## config.mk

```make
export PLATFORM = sky130hd
export DESIGN_NAME = mac_ctrl_fsm
export DESIGN_NICKNAME = d
export VERILOG_FILES = /design/src/rtl/mac_pkg.sv /design/src/rtl/mac_len_counter.sv /design/src/rtl/mac_ctrl_fsm.sv
export SDC_FILE = /design/constraint.sdc
export NUM_CORES = 1
export LEC_CHECK = 0
export CORE_MARGIN = 5
export CORE_UTILIZATION = 30
export CTS_CLUSTER_SIZE = 24
export DETAILED_ROUTE_END_ITERATION = 10
export GPL_TIMING_DRIVEN = 0
export HOLD_SLACK_MARGIN = 0.03
export PLACE_DENSITY = 0.61
export SLEW_MARGIN = 20
export SYNTH_ARGS = -nofsm -noshare
export SYNTH_HDL_FRONTEND = slang
export SYNTH_SLANG_ARGS = --single-unit
export TNS_END_PERCENT = 1
```

## constraint.sdc

```tcl
create_clock -name clk_i -period 2.35 [get_ports clk_i]
set_input_delay 0.705 -clock clk_i [delete_from_list [all_inputs] [get_ports clk_i]]
set_output_delay 0.705 -clock clk_i [all_outputs]
set_load 0.05 [all_outputs]
```

## src/rtl/mac_pkg.sv

```systemverilog
`default_nettype none
// ============================================================================
// Module      : mac_pkg
// Description : Shared definitions for the MAC control block: state
//               encoding of the control FSM and the default operand-pair
//               length width.
// Contents    : LEN_W_DEFAULT  - default width of length / pair counter
//               mac_state_e    - binary state encoding
//                                (IDLE=0, CLEAR=1, RUN=2, DRAIN=3, DONE=4)
// Revision    : 1.0 - initial release
// ============================================================================
package mac_pkg;

  localparam int unsigned LEN_W_DEFAULT = 8;

  localparam int unsigned STATE_W = 3;

  typedef enum logic [STATE_W-1:0] {
    ST_IDLE  = 3'd0,
    ST_CLEAR = 3'd1,
    ST_RUN   = 3'd2,
    ST_DRAIN = 3'd3,
    ST_DONE  = 3'd4
  } mac_state_e;

endpackage : mac_pkg
`default_nettype wire

```

## src/rtl/mac_len_counter.sv

```systemverilog
`default_nettype none
// ============================================================================
// Module      : mac_len_counter
// Description : Counts operand pairs accepted in the current dot product and
//               flags the terminal count (the pair now being counted is the
//               last one of the requested length).
// Ports       : clk_i   in   clock, rising edge
//               rst_ni  in   asynchronous active-low reset
//               clr_i   in   synchronous clear (new operation accepted)
//               inc_i   in   count one accepted pair
//               len_i   in   latched operation length
//               cnt_o   out  pairs accepted so far
//               last_o  out  cnt_o == len_i - 1 (next pair completes length)
// Revision    : 1.0 - initial release
// ============================================================================
module mac_len_counter #(
  parameter int LEN_W = mac_pkg::LEN_W_DEFAULT
) (
  input  logic             clk_i,
  input  logic             rst_ni,
  input  logic             clr_i,
  input  logic             inc_i,
  input  logic [LEN_W-1:0] len_i,
  output logic [LEN_W-1:0] cnt_o,
  output logic             last_o
);

  logic [LEN_W-1:0] cnt_q;
  logic [LEN_W-1:0] cnt_d;
  logic [LEN_W:0]   w_cnt_plus1;

  // One extra bit so that the all-ones length compares without wrapping.
  assign w_cnt_plus1 = {1'b0, cnt_q} + {{LEN_W{1'b0}}, 1'b1};
  assign last_o      = (w_cnt_plus1 == {1'b0, len_i});

  always_comb begin
    cnt_d = cnt_q;
    if (clr_i) begin
      cnt_d = '0;
    end else if (inc_i && (cnt_q != len_i)) begin
      // Saturate at the latched length: the count can never pass it.
      cnt_d = w_cnt_plus1[LEN_W-1:0];
    end
  end

  always_ff @(posedge clk_i or negedge rst_ni) begin
    if (!rst_ni) begin
      cnt_q <= '0;
    end else begin
      cnt_q <= cnt_d;
    end
  end

  assign cnt_o = cnt_q;

endmodule : mac_len_counter
`default_nettype wire

```

## src/rtl/mac_ctrl_fsm.sv

```systemverilog
`default_nettype none
// ============================================================================
// Module      : mac_ctrl_fsm
// Description : Control FSM for a multiply-accumulate dot-product datapath.
//               Sequences IDLE -> CLEAR -> RUN (-> DRAIN) -> DONE, issues the
//               accumulator clear, per-pair multiplier/accumulator enables and
//               the result-valid handshake.
// Config      : MAC_CTRL_PIPE_EN - when defined, ACC_EN lags MUL_EN by one
//               register stage and a one-cycle DRAIN state issues the last
//               accumulate before DONE. When undefined, ACC_EN follows MUL_EN
//               in the same cycle and DRAIN does not exist in hardware.
// Parameters  : LEN_W      - width of LEN and CNT
//               CNT_OUT_EN - 1: CNT shows the pair counter, 0: CNT tied to 0
// Ports       : clk_i        in   clock, rising edge
//               rst_ni       in   asynchronous active-low reset
//               start_i      in   start request, sampled in IDLE only
//               len_i        in   number of operand pairs
//               abort_i      in   cancel current operation
//               in_valid_i   in   operand pair present
//               in_ready_o   out  FSM accepts operand pair
//               acc_clr_o    out  clear accumulator
//               mul_en_o     out  multiplier enable (= handshake)
//               acc_en_o     out  accumulator enable
//               out_valid_o  out  result available
//               out_ready_i  in   consumer takes result
//               busy_o       out  state is not IDLE
//               cnt_o        out  pairs accepted in current operation
// Revision    : 1.0 - initial release
// ============================================================================
module mac_ctrl_fsm
  import mac_pkg::*;
#(
  parameter int LEN_W      = LEN_W_DEFAULT,
  parameter bit CNT_OUT_EN = 1'b1
) (
  input  logic             clk_i,
  input  logic             rst_ni,
  input  logic             start_i,
  input  logic [LEN_W-1:0] len_i,
  input  logic             abort_i,
  input  logic             in_valid_i,
  output logic             in_ready_o,
  output logic             acc_clr_o,
  output logic             mul_en_o,
  output logic             acc_en_o,
  output logic             out_valid_o,
  input  logic             out_ready_i,
  output logic             busy_o,
  output logic [LEN_W-1:0] cnt_o
);

  mac_state_e       state_q;
  mac_state_e       state_d;
  logic [LEN_W-1:0] len_q;
  logic [LEN_W-1:0] len_d;

  // Outputs registered from the next state so they never depend on inputs.
  logic             in_ready_q;
  logic             acc_clr_q;
  logic             out_valid_q;
  logic             busy_q;

  logic             w_handshake;
  logic             w_abort;
  logic             w_cnt_clr;
  logic             w_cnt_inc;
  logic             w_last;
  logic [LEN_W-1:0] w_cnt;

`ifdef MAC_CTRL_PIPE_EN
  logic             pipe_q;
`endif

  assign w_handshake = in_valid_i & in_ready_q;
  // busy_q mirrors "state is not IDLE", so abort is ignored while idle.
  assign w_abort     = abort_i & busy_q;
  assign w_cnt_clr   = (state_q == ST_IDLE) & start_i;
  assign w_cnt_inc   = w_handshake & ~abort_i;

  mac_len_counter #(
    .LEN_W (LEN_W)
  ) u_len_counter (
    .clk_i  (clk_i),
    .rst_ni (rst_ni),
    .clr_i  (w_cnt_clr),
    .inc_i  (w_cnt_inc),
    .len_i  (len_q),
    .cnt_o  (w_cnt),
    .last_o (w_last)
  );

  // --------------------------------------------------------------------------
  // Next-state logic; abort dominates every other transition.
  // --------------------------------------------------------------------------
  always_comb begin
    state_d = state_q;
    len_d   = len_q;
    if (w_abort) begin
      state_d = ST_IDLE;
    end else begin
      case (state_q)
        ST_IDLE: begin
          if (start_i) begin
            state_d = ST_CLEAR;
            len_d   = len_i;
          end
        end
        ST_CLEAR: begin
          state_d = (len_q == '0) ? ST_DONE : ST_RUN;
        end
        ST_RUN: begin
          if (w_handshake && w_last) begin
`ifdef MAC_CTRL_PIPE_EN
            state_d = ST_DRAIN;
`else
            state_d = ST_DONE;
`endif
          end
        end
`ifdef MAC_CTRL_PIPE_EN
        ST_DRAIN: begin
          state_d = ST_DONE;
        end
`endif
        ST_DONE: begin
          if (out_ready_i) begin
            state_d = ST_IDLE;
          end
        end
        default: begin
          state_d = ST_IDLE;
        end
      endcase
    end
  end

  // --------------------------------------------------------------------------
  // State, latched length and registered output decode.
  // --------------------------------------------------------------------------
  always_ff @(posedge clk_i or negedge rst_ni) begin
    if (!rst_ni) begin
      state_q     <= ST_IDLE;
      len_q       <= '0;
      in_ready_q  <= 1'b0;
      acc_clr_q   <= 1'b0;
      out_valid_q <= 1'b0;
      busy_q      <= 1'b0;
`ifdef MAC_CTRL_PIPE_EN
      pipe_q      <= 1'b0;
`endif
    end else begin
      state_q     <= state_d;
      len_q       <= len_d;
      in_ready_q  <= (state_d == ST_RUN);
      acc_clr_q   <= (state_d == ST_CLEAR);
      out_valid_q <= (state_d == ST_DONE);
      busy_q      <= (state_d != ST_IDLE);
`ifdef MAC_CTRL_PIPE_EN
      // A pair accepted in the abort cycle must not be accumulated later.
      pipe_q      <= w_handshake & ~abort_i;
`endif
    end
  end

  assign in_ready_o  = in_ready_q;
  assign acc_clr_o   = acc_clr_q;
  assign out_valid_o = out_valid_q;
  assign busy_o      = busy_q;
  assign mul_en_o    = w_handshake;

`ifdef MAC_CTRL_PIPE_EN
  assign acc_en_o    = pipe_q & ~abort_i;
`else
  assign acc_en_o    = w_handshake & ~abort_i;
`endif

  generate
    if (CNT_OUT_EN) begin : g_cnt_out
      assign cnt_o = w_cnt;
    end else begin : g_cnt_zero
      assign cnt_o = '0;
    end
  endgenerate

endmodule : mac_ctrl_fsm
`default_nettype wire

```

Word-level counts from Yosys, hierarchy flattened
Cells that the tools add are included.
Cells by class
  reductions and logical operators: 7
  mux-type cells: 8
  add/sub/neg operators: 1
  eq/ne operators: 8
  bitwise logic cells: 6
Operator list (number)
  $mux 8: 2
  $mux 3: 5
  $pmux 3 s4: 1
  $add 8x1->9 const B: 1
  $eq 9x8->1: 1
  $logic_not 8->1: 1
  $ne 8x8->1: 1
  $eq 3x1->1 const B: 2
  $eq 3x2->1 const B: 2
  $eq 3x3->1 const B: 2
  $and 1x1->1: 4
  $logic_not 3->1: 1
  $reduce_and 3->1: 1
  $reduce_bool 3->1: 1
  $logic_and 1x1->1: 2
  $not 1->1: 2
  $reduce_bool 2->1: 1
Word-level totals
  flip-flop bits (word level): 23
  bits of input ports: 14
  output and inout port bits: 14
  logic and storage cells: 37

Logic depth before layout (Yosys ltp)
Gate-level depths: netlist of run 1.
  depth after elaboration: 7
  gate-level depth with buffers: 6

Cells and area by module
A second synthesis of run 1 with hierarchy kept.
Unflattened totals
  cells, all modules: 142
  area total of the unflattened synthesis: 1453.9 um^2
Modules (own cells, without submodules)
  mac_len_counter: instances 1, cells each 88, area each 755.7 um^2
  mac_ctrl_fsm: instances 1, cells each 54, area each 698.2 um^2

Least setup slack after synthesis of run 1
No wires, ideal clock.
  kind: in2out
  start: in in_valid_i
  end: out acc_en_o
  path slack: 0.104 ns
  data required time: 1.645 ns
  arrival time: 1.541 ns
  stages: 4
  cell sequence: nand2_1 > or2_2 > clkbuf_1 > inv_1
Between the ends
  word-level cells in the longest chain between the ends: 2
RTL lines
  start, declared: line mac_ctrl_fsm.sv:41  | input logic in_valid_i,
  $and 1x1->1: line mac_ctrl_fsm.sv:74  | assign w_handshake = in_valid_i & in_ready_q;
  $and 1x1->1: line mac_ctrl_fsm.sv:174  | assign acc_en_o = w_handshake & ~abort_i;
  end, declared: line mac_ctrl_fsm.sv:45  | output logic acc_en_o,
No other way between the ends.

Final worst setup path of run 1
  start: reg busy_q, in the netlist busy_o
  end: out busy_o
RTL lines
  start, declared: line mac_ctrl_fsm.sv:61  | logic busy_q;
  start signal, assigned: line mac_ctrl_fsm.sv:157  | busy_q <= (state_d != ST_IDLE);
  end, declared: line mac_ctrl_fsm.sv:48  | output logic busy_o,
No word-level cell between the ends.

==> results of run 1 <==
[power by group through the flow]
stage	combinational (mW)	sequential (mW)	clock [mW]
after floorplan	0.446	0.745	0
after global routing	0.811	0.687	0.273
final	0.749	0.665	0.259
after detailed placement	0.741	0.674	0
after global placement	0.724	0.665	0
after CTS	0.758	0.666	0.264
[state kept, by name, indices dropped and copies added, names as in the netlist]
name,flops
acc_clr_o,1
busy_o,1
in_ready_o,1
len_q,8
out_valid_o,1
state_q,3
u_len_counter.cnt_o,8
[metrics by stage]
step	power, mW	setup TNS, ns	setup WS, ns	instances
after floorplan	1.19	0	0.104	131
final	1.67	0	0.0699	215
after global routing	1.77	0	0.0146	215
after global placement	1.39	-2.06	-0.988	210
after CTS	1.69	0	0.0103	215
after detailed placement	1.41	-2.48	-0.995	210
[layout make-up]
cell class	instances	area (um^2)	share of cell area (%)
multi-input combinational	99	752	42.4
clock buffer	3	41.3	2.33
timing repair buffer	29	294	16.6
inverter	4	15.0	0.846
clock inverter	1	5.00	0.282
buffer	4	26.3	1.48
tap	52	65.1	3.67
sequential	23	576	32.4
[worst max path at each step]
stage / from / end / slack, ns / depth (start not counted)
after global routing: start_i / len_q[1] / 0.01 / 4
final: busy_o / busy_o / 0.07 / 1
after global placement: abort_i / acc_en_o / -0.99 / 5
after CTS: u_len_counter.cnt_o[0] / cnt_o[0] / 0.01 / 1
after detailed placement: abort_i / acc_en_o / -1.0 / 5
after floorplan: in_valid_i / acc_en_o / 0.10 / 4
[logic make-up (layout without fill, tap and decap cells)]
| kind of cell | Yosys count | count (layout) | share of synthesized area (%) |
|---|---|---|---|
| DFF | 23 | 23 | 42.1 |
| adders and majority gates | 1 | 1 | 0.915 |
| muxes | 9 | 9 | 7.32 |
| AOI/OAI and AO/OA | 24 | 24 | 13.4 |
| and+or+nand+nor | 45 | 45 | 19.1 |
| buffers and inverters | 9 | 41 | 3.29 |
| xor gates and xnor gates | 20 | 20 | 13.9 |
[layer usage]
metal	vias up	wire length, um	track usage (%)
li1	537	-	-
met1	542	1430	14.1
met2	19	1530	17.3
met3	7	103	1.74
met4	0	69	4.47
met5	-	0	0
[cells in the final DEF, fill, tap and decap left out, types with 2 or more instances in the layout]
cell type        netlist  final
inv_1                  4      3
nand3b_1               2      2
nor2_1                13     13
dlygate4sd2_1          0      2
xor2_1                 6      6
nand3_1                5      5
clkbuf_1               3      2
mux2_2                 8      8
dfrtp_1               23     23
a41o_1                 2      2
nor3b_1                2      2
nand2_1                8      7
a211oi_1               6      6
clkbuf_8               0      3
xor2_2                 2      2
nor4_2                 2      2
clkdlybuf4s50_1        0     18
buf_4                  1      3
dlymetal6s2s_1         0      4
or4_1                  2      2
nand4_1                2      2
a21oi_1                6      6
xnor2_1               12     12
[what timing repair did]
item	CTS	global route
resized for setup	16	4
endpoints found under the hold margin	0	0
pin swaps	2	0
buffers inserted	2	0
setup endpoints to repair	2	4
==> impl_metrics.env, run 1 <==
export IMPL_status="finished, final reports clean"
export IMPL_synth_area_leader_cell="dfrtp_1"
export IMPL_cts_buffers_inserted=3
export IMPL_worst_pin_slew_ns=0.646
export IMPL_avgViaCountPerCell=5.14
export IMPL_async_reset_ff_share_pct=100
export IMPL_worstReg2RegStart="u_len_counter.cnt_o[4]"
export IMPL_htreeDepth=1
export IMPL_clk_pin_slew_worst_paths_ns=0.09
export IMPL_fin_nets=179
export IMPL_finalCritPeriodShare_pct=97.0
export IMPL_core_um2=4380
export IMPL_cts_root_buf="clkbuf_8"
export IMPL_antenna_found_initial=0
export IMPL_ys_ff_latch=23
export IMPL_place_gp_congestion=0.843
export IMPL_rsz0062_at_grt="false"
export IMPL_ys_warn_count=0
export IMPL_r2r_slack_ns=0.31
export IMPL_utilization_pct=40.5
export IMPL_drcViolationCount=0
export IMPL_finalWirelength_um=3130
export IMPL_rr_worst_depth=6
export IMPL_io_pins=28
export IMPL_fmax_mhz=439
export IMPL_ys_flop_type="dfrtp_1"
export IMPL_seq_power_share_pct=39.8
export IMPL_path_cells="clkdlybuf4s50_1"
export IMPL_synth_commonest_cells="dfrtp_1 (23), nor2_1 (13), xnor2_1 (12)"
export IMPL_critPathTopFamily="buffers and inverters"
export IMPL_drv_slew=0
export IMPL_synth_most_common_cell="dfrtp_1"
export IMPL_nFillCells=439
export IMPL_diodes=0
export IMPL_r2r_end="u_len_counter.cnt_o[0]"
export IMPL_ir_worst_vdd_v=0.000420
export IMPL_fin_crit_ns=2.28
export IMPL_path_buf_inv=1
export IMPL_timing_slew_headroom_pct=56.5
export IMPL_grt_usage_pct=10.7
export IMPL_syn_nets=146
export IMPL_grt_pass1_wl_um=5340
export IMPL_power_frac_comb_pct=44.8
export IMPL_synth_seq_area_share_pct=42.1
export IMPL_final_antenna_net_count=0
export IMPL_placed_cell_area_um2=1700
export IMPL_vias=1105
export IMPL_setup_worst_path_start_class="register"
export IMPL_yosys_area_top_type_share_pct=42.1
export IMPL_power_switching_mw=0.712
export IMPL_skew_ns=0.00529
export IMPL_grt_max_degree=24
export IMPL_synth_cell_types=40
export IMPL_critPathMaxStageDelay_ns=0.84
export IMPL_die_x_um=77.5
export IMPL_die_h_um=77.5
export IMPL_finalSetupViolCount=0
export IMPL_clkPwrFrac_pct=15.5
export IMPL_postSynthCellCount=131
export IMPL_drt_iter0_markers=36
export IMPL_critical_path_class="reg2out"
export IMPL_netlist_top_cells_area="dfrtp_1 (42%), xnor2_1 (7.7%), mux2_2 (6.6%)"
export IMPL_crit_arrival_ns=1.58
export IMPL_path_max_fanout=6
export IMPL_initial_core_util_pct=31.2
export IMPL_grt_pass1_vias=1118
export IMPL_wl_per_cell_um=14.5
export IMPL_synth_area_um2=1370
export IMPL_ctsHoldBuffers=0
export IMPL_max_cap_viol_count=0
export IMPL_overflow=0
export IMPL_syn_area_per_cell_um2=10.4
export IMPL_fin_area_um2=1770
export IMPL_powerDensity_nw_per_um2=942
export IMPL_hpwl_um=2390
export IMPL_cts_tree="yes"
export IMPL_syn_to_final_growth_pct=29.7
export IMPL_synth_edff_count=0
export IMPL_swShare_pct=42.6
export IMPL_hold_path_class="in2async"
export IMPL_portBuffers=27
export IMPL_hold_ws_ns=0.400
export IMPL_clock_latency_ns=0.27
export IMPL_cts_max_path_buffers=2
export IMPL_worstSetupEndpointType="output port"
export IMPL_hold_viol=0
export IMPL_dr_pass1_iters=4
export IMPL_numClockSinks=23
export IMPL_crit_required_ns=1.64
export IMPL_cellLeakagePower_nw=0.791
export IMPL_p_int_mw=0.960
export IMPL_layout_drive_gt1_share_pct=20.2
export IMPL_critical_path_slowest_cell="clkdlybuf4s50_1"
export IMPL_rows=24
export IMPL_die_area_um2=6010
No activity file was read; power rests on OpenSTA's default activity.
==> run 2, diff against run 1 <==
--- a/config.mk
+++ b/config.mk
@@ -5,7 +5,7 @@
 export SDC_FILE = /design/constraint.sdc
 export NUM_CORES = 1
 export LEC_CHECK = 0
-export CORE_MARGIN = 5
+export CORE_MARGIN = 4
 export CORE_UTILIZATION = 30
 export CTS_CLUSTER_SIZE = 24
 export DETAILED_ROUTE_END_ITERATION = 10
==> run 2 against run 1 <==
Effect of this change:
- maximum frequency grew 0.21%
- sequential share of layout area is the same
- critical endpoint unchanged
- clock power shrank 3%
- routed wire length grew 0.61%
- cell area is the same
- register-to-register slack gained 0.03 ns
- cell count is the same
- largest cell class unchanged
- clock-buffer cell count is the same
==> impl_metrics.env, run 2 (synthesis gave the netlist of run 1 again) <==
export IMPL_critical_path_class="reg2out"
export IMPL_cts_root_buf="clkbuf_8"
export IMPL_status="finished, final reports clean"
export IMPL_path_cells="clkdlybuf4s50_1"
export IMPL_die_area_um2=5700
export IMPL_dp_cells=210
export IMPL_hold_path_class="in2async"
export IMPL_hold_viol=0
export IMPL_powerDensity_nw_per_um2=938
export IMPL_instances_no_fill=215
export IMPL_io_pins=28
export IMPL_critPathTopFamily="buffers and inverters"
export IMPL_routed_top_layer="met4"
export IMPL_dr_pass1_iters=4
export IMPL_cts_buffers_inserted=3
export IMPL_vias=1111
export IMPL_drv_slew=0
export IMPL_clock_latency_ns=0.27
export IMPL_crit_required_ns=1.64
export IMPL_ir_worst_vdd_v=0.000385
export IMPL_antenna_found_initial=0
export IMPL_finalSetupViolCount=0
export IMPL_clk_pin_slew_worst_paths_ns=0.08
export IMPL_avgViaCountPerCell=5.17
export IMPL_finalWirelength_um=3150
export IMPL_grt_pass1_vias=1141
export IMPL_grt_max_degree=24
export IMPL_fin_area_um2=1770
export IMPL_placed_cell_area_um2=1700
export IMPL_path_max_fanout=6
export IMPL_skew_ns=0.00434
export IMPL_die_h_um=75.5
export IMPL_numClockSinks=23
export IMPL_fin_nets=179
export IMPL_htreeDepth=1
export IMPL_worstSetupEndpointType="output port"
export IMPL_place_gp_congestion=0.836
export IMPL_overflow=0
export IMPL_initial_core_util_pct=31.2
export IMPL_wl_per_cell_um=14.6
export IMPL_max_cap_viol_count=0
export IMPL_finalCritPeriodShare_pct=96.8
export IMPL_timing_slew_headroom_pct=58.7
export IMPL_die_x_um=75.5
export IMPL_syn_to_final_growth_pct=29.7
export IMPL_portBuffers=27
export IMPL_met3WireLength_um=123
export IMPL_diodes=0
export IMPL_worst_pin_slew_ns=0.614
export IMPL_layout_drive_gt1_share_pct=20.2
export IMPL_critical_path_slowest_cell="clkdlybuf4s50_1"
export IMPL_core_um2=4380
export IMPL_drt_met1_wl_um=1410
export IMPL_final_cell_mix="dfrtp_1 (23), clkdlybuf4s50_1 (18), nor2_1 (13)"
export IMPL_ctsHoldBuffers=0
export IMPL_drcViolationCount=0
export IMPL_path_buf_inv=1
export IMPL_final_antenna_net_count=0
export IMPL_fin_crit_ns=2.28
export IMPL_nFillCells=438
export IMPL_fmax_mhz=440
export IMPL_cts_max_path_buffers=2
export IMPL_crit_arrival_ns=1.57
export IMPL_final_common_cell="dfrtp_1"
export IMPL_drt_iter0_markers=31
export IMPL_critPathMaxStageDelay_ns=0.84
export IMPL_cellLeakagePower_nw=0.791
export IMPL_power_mw=1.66
export IMPL_rsz0062_at_grt="false"
export IMPL_hpwl_um=2370
export IMPL_rows=24
export IMPL_cts_tree="yes"
export IMPL_grt_pass1_wl_um=5320
export IMPL_setup_worst_path_start_class="register"
export IMPL_met2WireLength_um=1540
export IMPL_grt_usage_pct=12.0
[run 2: cell counts in the layout (fill, tap and decap cells not counted)]
Identical to the previous run, type by type.
[run 2: per-layer routing]
metal | vias to the layer above | global-route usage [%]
met2 | 26 | 19.8
met4 | 0 | 4.85
met5 | - | 0
li1 | 538 | -
met1 | 541 | 15.4
met3 | 6 | 2.37
[run 2: worst paths after layout]
path / startpoint / to / slack (ns) / depth (start not counted)
max: busy_o / busy_o / 0.07 / 1
min: rst_ni / u_len_counter.cnt_o[7] / 0.40 / 1
max reg2reg: u_len_counter.cnt_o[4] / u_len_counter.cnt_o[0] / 0.34 / 6
min reg2reg: len_q[0] / len_q[0] / 0.57 / 1
max in group asynchronous: rst_ni / u_len_counter.cnt_o[0] / 1.60 / 1
min in group clk_i: len_q[0] / len_q[0] / 0.57 / 1
[run 2: what timing repair did]
| action | 4_1_cts | 5_1_grt |
|---|---|---|
| setup endpoints to repair | 2 | 4 |
| resized for setup | 16 | 4 |
| buffers inserted | 2 | 0 |
| pin swaps | 2 | 0 |
[run 2: stage by stage]
step / worst slack, ns / setup TNS [ns] / util, % / hold WS [ns]
6_report: 0.0748 / 0 / 40.5 / 0.400
5_1_grt: 0.00347 / 0 / 40.5 / 0.454
4_1_cts: 0.0130 / 0 / 40.4 / 0.572
3_5_place_dp: -1.01 / -2.58 / 38.8 / 0.553
3_3_place_gp: -0.986 / -1.98 / 38.8 / 0.543
2_1_floorplan: 0.104 / 0 / - / 0.409
[run 2: final cells by class]
class                   instances  area, um^2  area share, %
plain buffers                   4        26.3           1.48
clock buffers                   3        41.3           2.33
well taps                      52        65.1           3.67
clock inverters                 1        5.00          0.282
repair buffers                 29         294           16.6
multi-input cells              99         752           42.4
inverters                       4        15.0          0.846
flip-flops and latches         23         576           32.4
[run 2: report_power, final]
part / switching (mW) / leakage (nW) / total, mW / internal, mW
combinational: 0.414 / 0.469 / 0.744 / 0.330
clock: 0.133 / 0.0255 / 0.252 / 0.119
sequential: 0.158 / 0.297 / 0.669 / 0.511
total: 0.705 / 0.791 / 1.66 / 0.960
==> run 3, diff against run 2 <==
--- a/config.mk
+++ b/config.mk
@@ -5,6 +5,7 @@
 export SDC_FILE = /design/constraint.sdc
 export NUM_CORES = 1
 export LEC_CHECK = 0
+export CAP_MARGIN = 10
 export CORE_MARGIN = 4
 export CORE_UTILIZATION = 30
 export CTS_CLUSTER_SIZE = 24
@@ -15,5 +16,6 @@
 export SLEW_MARGIN = 20
 export SYNTH_ARGS = -nofsm -noshare
 export SYNTH_HDL_FRONTEND = slang
+export SYNTH_HIERARCHICAL = 1
 export SYNTH_SLANG_ARGS = --single-unit
 export TNS_END_PERCENT = 1
==> constraint.sdc (replaced) <==
create_clock -name clk_i -period 2.6 [get_ports clk_i]
set_input_delay 0.78 -clock clk_i [delete_from_list [all_inputs] [get_ports clk_i]]
set_output_delay 0.78 -clock clk_i [all_outputs]
set_load 0.05 [all_outputs]
==> run 3 against run 2 <==
Effect of this change:
- combinational power increased by 3.0%
- clock-buffer cell count increased by 1
- clock power decreased by 9.1%
- via count increased by 5.4%
==> impl_metrics.env, run 3 <==
export IMPL_finalSetupTns_ns=0
export IMPL_final_cell_mix="clkdlybuf4s50_1 (24), dfrtp_1 (23), nor2_1 (13)"
export IMPL_postSynthCellCount=142
export IMPL_ys_warn_count=6
export IMPL_p_int_mw=0.935
export IMPL_crit_arrival_ns=1.77
export IMPL_final_antenna_net_count=0
export IMPL_grt_pass1_wl_um=5280
export IMPL_crit_required_ns=1.82
export IMPL_overflow=0
export IMPL_max_cap_viol_count=0
export IMPL_critical_path_class="in2out"
export IMPL_portBuffers=27
export IMPL_timing_slew_headroom_pct=62.9
export IMPL_synth_area_leader_cell="dfrtp_1"
export IMPL_hold_ws_ns=0.476
export IMPL_die_area_um2=6020
export IMPL_hpwl_um=2380
export IMPL_syn_to_final_growth_pct=27.9
export IMPL_multiInputGateArea_um2=817
export IMPL_clkPwrFrac_pct=14.5
export IMPL_swShare_pct=40.8
export IMPL_cts_root_buf="clkbuf_8"
export IMPL_core_um2=4720
export IMPL_drv_slew=0
export IMPL_ys_flop_type="dfrtp_1"
export IMPL_r2r_slack_ns=0.43
export IMPL_finalCritPeriodShare_pct=98.1
export IMPL_syn_area_per_cell_um2=10.2
export IMPL_dp_cells=236
export IMPL_synth_xor_area_share_pct=10.7
export IMPL_cellLeakagePower_nw=0.770
export IMPL_drcViolationCount=0
export IMPL_fmax_mhz=392
export IMPL_vias=1171
export IMPL_synth_most_common_cell="dfrtp_1"
export IMPL_nFillCells=476
export IMPL_place_ws_ns=-0.712
export IMPL_finalWirelength_um=3160
export IMPL_worstReg2RegStart="u_len_counter/cnt_o[1]"
export IMPL_r2r_end="out_valid_o"
export IMPL_fin_crit_ns=2.55
export IMPL_rr_worst_depth=8
export IMPL_io_pins=28
export IMPL_cts_tree="yes"
export IMPL_rsz0062_at_grt="false"
export IMPL_synth_cell_types=41
export IMPL_avgViaCountPerCell=4.86
export IMPL_setup_ws_ns=0.0491
export IMPL_power_frac_comb_pct=48.4
export IMPL_synth_simple_gate_area_share_pct=21.5
export IMPL_layout_drive_gt1_share_pct=17.8
export IMPL_grt_pass1_vias=1062
export IMPL_final_common_cell="clkdlybuf4s50_1"
export IMPL_skew_ns=0.00885
export IMPL_yosys_area_top_type_share_pct=39.6
export IMPL_grt_max_degree=24
export IMPL_antenna_found_initial=0
export IMPL_hold_viol=0
export IMPL_cts_max_path_buffers=2
export IMPL_syn_nets=157
export IMPL_worst_pin_slew_ns=0.551
export IMPL_htreeDepth=1
export IMPL_fin_nets=190
export IMPL_die_x_um=77.6
export IMPL_synth_top_family_by_area="simple AND/OR/NAND/NOR gates"
export IMPL_status="finished, final reports clean"
export IMPL_setup_worst_path_start_class="input pin"
export IMPL_diodes=0
export IMPL_synth_area_um2=1450
export IMPL_path_max_fanout=3
export IMPL_dr_pass1_iters=4
export IMPL_hold_path_class="in2async"
export IMPL_wl_per_cell_um=13.1
export IMPL_ys_ff_latch=23
export IMPL_rows=25
export IMPL_synth_commonest_cells="dfrtp_1 (23), nor2_1 (13), a21oi_1 (8), o21ai_0 (8), xor2_1 (8)"
export IMPL_ir_worst_vdd_v=0.000377
export IMPL_clk_pin_slew_worst_paths_ns=0.09
export IMPL_utilization_pct=39.4
export IMPL_grt_usage_pct=10.7
export IMPL_place_gp_congestion=0.828
export IMPL_async_reset_ff_share_pct=100
export IMPL_netlist_top_cells_area="dfrtp_1 (40%), mux2_4 (7.2%), xor2_1 (4.8%)"
export IMPL_power_switching_mw=0.645
export IMPL_cts_buffers_inserted=3
export IMPL_numClockSinks=23
export IMPL_clock_latency_ns=0.26
export IMPL_register_area_um2=576
export IMPL_worstSetupEndpointType="output port"
export IMPL_seq_power_share_pct=37.1
export IMPL_synth_fa_ha_area_share_pct=0.861
export IMPL_die_h_um=77.6
export IMPL_finalSetupViolCount=0
export IMPL_powerDensity_nw_per_um2=850
export IMPL_initial_core_util_pct=30.8
export IMPL_synth_seq_area_share_pct=39.6
export IMPL_synthMuxAreaShare_pct=8.69
export IMPL_synth_compound_area_share_pct=13.9
export IMPL_instances_no_fill=241
export IMPL_drt_iter0_markers=88
export IMPL_synth_edff_count=0
run 3: area by class of cell:
type                       instances  share of cell area (%)
tap                               67                    4.51
sequential                        23                    31.0
multi-input combinational        108                    43.9
buffer                             8                    3.10
clock buffer                       4                    2.42
timing repair buffer              28                    14.5
inverter                           3                   0.606
run 3: worst max path at each step:
stage | to | cells after the start | start
after global routing | acc_en_o | 4 | in_valid_i
final | acc_en_o | 4 | in_valid_i
after global placement | acc_en_o | 4 | in_valid_i
after detailed placement | acc_en_o | 4 | in_valid_i
after CTS | acc_en_o | 4 | in_valid_i
after floorplan | acc_en_o | 2 | in_valid_i
run 3: power groups by stage:
stage / combinational, mW / sequential, mW / clock, mW
after global placement: 0.762 / 0.591 / 0
after detailed placement: 0.764 / 0.594 / 0
after global routing: 0.830 / 0.604 / 0.247
after floorplan: 0.511 / 0.656 / 0
final: 0.766 / 0.586 / 0.229
after CTS: 0.766 / 0.586 / 0.236
run 3: logic make-up (layout without fill, tap and decap cells):
kind of cell	Yosys count	after routing
flops	23	23
simple gates	52	52
mux	9	9
fa+ha+maj	1	1
compound gates	30	30
xor+xnor	16	16
buf+inv	11	43
run 3: metrics by stage:
step                      instance area, um^2  power (mW)
after floorplan                          1460        1.17
after global placement                   1820        1.35
after detailed placement                 1820        1.36
after CTS                                1860        1.59
after global routing                     1860        1.68
final                                    1860        1.58
run 3: layer usage:
layer	vias to the layer above	routed length, um	track usage (%)
met5	-	0	0
met4	0	24	2.31
met3	2	109	1.39
met2	31	1420	17.5
met1	558	1600	15.1
li1	580	-	-
run 3: critical path, stage by stage:
cell and delay (ns):
clkdlybuf4s50_1 0.48, and2_1 0.18, nor2b_4 0.17, buf_6 0.16
run 3: timing repair:
action	in CTS	in global routing
gates resized for setup	12	0
buffers inserted	1	0
hold buffers	0	0
endpoints found under the setup margin	2	0
